`src/rtl/clk_delay_tap_ctrl.sv`:
```
// clk_delay_tap_ctrl: sequences DIR/MOVE/LOAD pulses for a divided-clock delay line and tracks the tap position.
module clk_delay_tap_ctrl #(
  parameter int CNT_W     = 8,
  parameter int TAP_MAX   = 255,
  parameter int INIT_TAP  = 1,
  parameter int SETUP_CYC = 2,
  parameter int MOVE_GAP  = 3
) (
  input  logic             SCLK,
  input  logic             RESET,
  input  logic             CMD_VALID,
  output logic             CMD_READY,
  input  logic [1:0]       CMD_OP,
  input  logic [CNT_W-1:0] CMD_STEPS,
  output logic             DONE,
  output logic [CNT_W-1:0] TAP_POS,
  output logic             ERR_OOR,
  input  logic             ERR_CLR,
  output logic             DELAY_LINE_DIR,
  output logic             DELAY_LINE_MOVE,
  output logic             DELAY_LINE_LOAD,
  input  logic             DELAY_LINE_OUT_OF_RANGE
);
  typedef enum logic [2:0] {IDLE, LOADP, SETUP, MOVEP, GAP, FIN} state_t;
  state_t state;
  logic [3:0] cnt;
  logic [CNT_W-1:0] remaining;
  logic oor_s1, oor_s2;
  logic at_limit;
  assign at_limit = DELAY_LINE_DIR ? (TAP_POS == CNT_W'(TAP_MAX)) : (TAP_POS == '0);
  assign CMD_READY = (state == IDLE) && !RESET;
  // ERR_CLR is applied first so that a set later in the same cycle wins
  always_ff @(posedge SCLK or posedge RESET) begin
    if (RESET) begin
      state           <= IDLE;
      cnt             <= '0;
      remaining       <= '0;
      oor_s1          <= 1'b0;
      oor_s2          <= 1'b0;
      DONE            <= 1'b0;
      TAP_POS         <= CNT_W'(INIT_TAP);
      ERR_OOR         <= 1'b0;
      DELAY_LINE_DIR  <= 1'b0;
      DELAY_LINE_MOVE <= 1'b0;
      DELAY_LINE_LOAD <= 1'b0;
    end else begin
      oor_s1          <= DELAY_LINE_OUT_OF_RANGE;
      oor_s2          <= oor_s1;
      DONE            <= 1'b0;
      DELAY_LINE_MOVE <= 1'b0;
      DELAY_LINE_LOAD <= 1'b0;
      if (ERR_CLR) ERR_OOR <= 1'b0;
      case (state)
        IDLE: if (CMD_VALID) begin
          remaining <= CMD_STEPS;
          if (CMD_OP == 2'b00) begin
            state           <= LOADP;
            DELAY_LINE_LOAD <= 1'b1;
          end else if (CMD_OP != 2'b11 && CMD_STEPS != '0) begin
            state          <= SETUP;
            cnt            <= 4'(SETUP_CYC - 1);
            DELAY_LINE_DIR <= (CMD_OP == 2'b01);
          end else begin
            state <= FIN;
            DONE  <= 1'b1;
          end
        end
        LOADP: begin
          TAP_POS   <= CNT_W'(INIT_TAP);
          remaining <= '0;
          cnt       <= 4'(MOVE_GAP - 1);
          state     <= GAP;
        end
        SETUP: if (cnt != '0) cnt <= cnt - 4'd1;
          else if (at_limit) begin
            ERR_OOR <= 1'b1;
            state   <= FIN;
            DONE    <= 1'b1;
          end else begin
            state           <= MOVEP;
            DELAY_LINE_MOVE <= 1'b1;
          end
        MOVEP: begin
          TAP_POS   <= DELAY_LINE_DIR ? TAP_POS + CNT_W'(1) : TAP_POS - CNT_W'(1);
          remaining <= remaining - CNT_W'(1);
          cnt       <= 4'(MOVE_GAP - 1);
          state     <= GAP;
        end
        GAP: if (cnt != '0) cnt <= cnt - 4'd1;
          else if (oor_s2 || (remaining != '0 && at_limit)) begin
            ERR_OOR <= 1'b1;
            state   <= FIN;
            DONE    <= 1'b1;
          end else if (remaining == '0) begin
            state <= FIN;
            DONE  <= 1'b1;
          end else begin
            state           <= MOVEP;
            DELAY_LINE_MOVE <= 1'b1;
          end
        FIN: state <= IDLE;
        default: state <= IDLE;
      endcase
    end
  end
endmodule
```
`config.mk`:
```
export PLATFORM = sky130hd
export DESIGN_NAME = clk_delay_tap_ctrl
export DESIGN_NICKNAME = d
export VERILOG_FILES = /design/src/rtl/clk_delay_tap_ctrl.sv
export SDC_FILE = /design/constraint.sdc
export NUM_CORES = 1
export LEC_CHECK = 0
export CAP_MARGIN = 20
export CORE_MARGIN = 2
export CORE_UTILIZATION = 49
export CTS_CLUSTER_DIAMETER = 50
export DETAILED_ROUTE_END_ITERATION = 8
export PLACE_DENSITY = 0.76
export SETUP_SLACK_MARGIN = 0.4
export SLEW_MARGIN = 30
export SYNTH_ARGS = -nofsm -noshare
export SYNTH_HDL_FRONTEND = slang
export SYNTH_SLANG_ARGS = --single-unit
export TNS_END_PERCENT = 10
```
`constraint.sdc`:
```
create_clock -name SCLK -period 2.2 [get_ports SCLK]
set_input_delay 0.33 -clock SCLK [delete_from_list [all_inputs] [get_ports SCLK]]
set_output_delay 0.33 -clock SCLK [all_outputs]
set_load 0.02 [all_outputs]
```
==> run metrics <==
status finished clean; Remaining Overflow, GRT 0; Ports 29; crit path launch type flop; Max Cap Viol 0; DR iter-0 viols 197; maximum clock insertion buffer count 2; fillcell total 336; Post-Synthesis Cells 231; Slowest-stage cell, CP or4_4; Vias 1,916; cells on worst reg2reg path 7; unrepaired setup endpoints after global routing yes; Worst Hold Class flop to flop; HP Start oor_s1; total die area 4690 um^2; Wirelength per Cell 15.9 um; Setup violations, final 0; WHS 0.348 ns; register area share after synthesis 36.9%; number of flops mapped to enable cells by yosys 0; PortBufs 28; final worst-path cycle share 88.4%; reg2reg setup slack 0.25 ns; async set-or-reset flop fraction in the synthesized netlist 100%; # hold bufs at CTS 0; Max Freq 514 MHz; first-pass GRT wire length 8360 um; post-route ant nets 0; die width 68.5 um; antenna cell count 0; area of the mapped netlist 2040 um^2; post-layout min period 1.95 ns; Starting Density 51.0%; initial antenna violation count 0; final count of hold timing violations 0; Slew Viols, Final 0; reg-to-reg endpoint TAP_POS[7]; clock root cell clkbuf_8; die span in y 68.5 um; area delta synth->final 27.7%; hold path depth 0; worst path required time 2.37 ns; crit-path cells inv_4 -> buf_4 -> ha_1 -> or4_4 -> a21oi_2 -> a211oi_1 -> a221o_1; most common library cell in the layout ignoring fill and taps dfrtp_1; crit path capture type flop; TritonCTS Buffers 5; largest net degree at the start of global routing 31; First-pass DRT Iterations 4; R2R Path Start DELAY_LINE_DIR; final WL 5110 um; CP max stage delay 0.54 ns; Final HPWL DP 3700 um; Syn Nets 257; Layout Nets 296; number of global-route vias before repair 1,741; post-synthesis cell type count 54; GRT Total Usage 24.2%; Yosys reg bits 30; Setup Crit Path Kind flop to flop; drt via density 5.97; DRC Markers 0; clock skew 0.0147 ns; share of post-route cells with drive strength above 1 14.4%; relative slew slack 59.4%; Arr. time, crit path 2.12 ns; GP Congestion 0.856; Leakage 1.09 nW; syn_area_per_cell 8.82 um^2; total power divided by cell area 1580 nW/um^2; most frequent cells in the layout 28 x dfrtp_1, 27 x clkdlybuf4s50_1, 22 x o21ai_0; Final TNS setup 0 ns; H-tree depth 2; crit path max fanout 6; VDD IR max 0.840 mV; Least-Margin Pin Slew 0.610 ns; FP Rows 23; latest clock arrival within the worst-skew pair 0.30 ns; Worst Hold End oor_s2; Yosys warning count 0; clock transition at the registers of the reported paths 0.08 ns; Core Area 4000 um^2; TritonCTS clock tree done; Top FF cell, synth dfrtp_1; TritonCTS Sinks 30
registers in the layout, indices dropped and copies added (netlist names):
name,cells
ERR_OOR,1
TAP_POS,8
cnt,4
oor_s2,1
DELAY_LINE_DIR,1
remaining,8
DONE,1
state,3
DELAY_LINE_MOVE,1
DELAY_LINE_LOAD,1
oor_s1,1
layout make-up:
class,count,area (um^2),share of cell area (%)
clock inverters,1,30.0,1.15
repair buffers,41,377,14.5
flip-flops and latches,30,753,28.9
well taps,50,62.6,2.40
multi-input cells,180,1250,47.9
inverters,12,47.5,1.83
clock buffers,7,86.3,3.32
power by group:
part	switching (mW)	leakage, nW	internal (mW)	total, mW
combinational	1.36	0.647	1.14	2.50
clock	0.231	0.0585	0.369	0.600
sequential	0.228	0.380	0.775	1.00
total	1.82	1.09	2.28	4.10
what timing repair did:
action / in CTS / in global routing
buffers inserted: 5 / 0
resized for setup: 2 / 3
endpoints found under the setup margin: 7 / 17
through the flow:
step | util [%] | instance area [um^2] | total power, mW | worst slack, ns | instances
final | 65.1 | 2600 | 4.10 | 0.255 | 321
after global routing | 65.1 | 2600 | 4.44 | 0.172 | 321
after CTS | 64.7 | 2590 | 4.04 | 0.262 | 321
after detailed placement | 60.7 | 2430 | 3.34 | 0.170 | 308
after global placement | 60.7 | 2430 | 3.29 | 0.215 | 308
after floorplan | - | 2070 | 2.68 | 0.249 | 231
worst max-delay path by stage:
stage                    from          to  slack (ns)
4_1_cts        DELAY_LINE_DIR  TAP_POS[7]        0.26
6_report       DELAY_LINE_DIR  TAP_POS[7]        0.25
5_1_grt        DELAY_LINE_DIR  TAP_POS[7]        0.17
3_3_place_gp        CMD_OP[0]      cnt[1]        0.22
2_1_floorplan  DELAY_LINE_DIR  TAP_POS[7]        0.25
3_5_place_dp   DELAY_LINE_DIR  TAP_POS[7]        0.17
cell families (layout without fill, tap and decap cells):
logic type	count (synthesis)	in the layout	share of synthesized area, %
fa+ha+maj	12	12	7.61
flops	30	30	36.9
mux	1	1	0.491
compound gates	82	82	26.4
xor+xnor	5	5	2.15
simple gates	80	80	22.3
buf+inv	21	61	4.17
cells in the mapped netlist, drive strengths merged, types with 2 or more instances:
master,n,area [um^2]
a211o,2,17.5
a211oi,7,57.6
a21o,4,31.3
a21oi,15,82.6
a221o,2,20.0
a22oi,7,52.6
a31oi,3,18.8
and2,3,18.8
and3,2,12.5
buf,4,20.0
clkbuf,5,20.0
dfrtp,29,726
ha,10,125
inv,12,45.0
nand2,17,63.8
nand2b,5,31.3
nand3,3,15.0
nand3b,2,15.0
nor2,17,63.8
nor2b,8,50.1
nor3,6,35.0
nor3b,2,26.3
nor4,9,77.6
o211ai,2,15.0
o21ai,30,150
o31ai,3,27.5
o32a,2,20.0
or4,3,26.3
xnor2,4,35.0
worst max-delay path, delay by kind of cell (launching register included):
| family | cells | cell delay (ns) |
|---|---|---|
| buffers and inverters | 2 | 0.22 |
| DFF | 1 | 0.40 |
| and+or+nand+nor | 1 | 0.54 |
| adders and majority gates | 1 | 0.20 |
| AOI/OAI and AO/OA | 3 | 0.47 |
metal layers:
layer	vias up	track usage [%]	share of wire (%)
li1	932	-	-
met3	9	6.17	5.1
met4	0	7.50	1.5
met1	924	33.6	46
met2	51	37.1	48
met5	-	0	0
(Power assumes the default switching activity.)
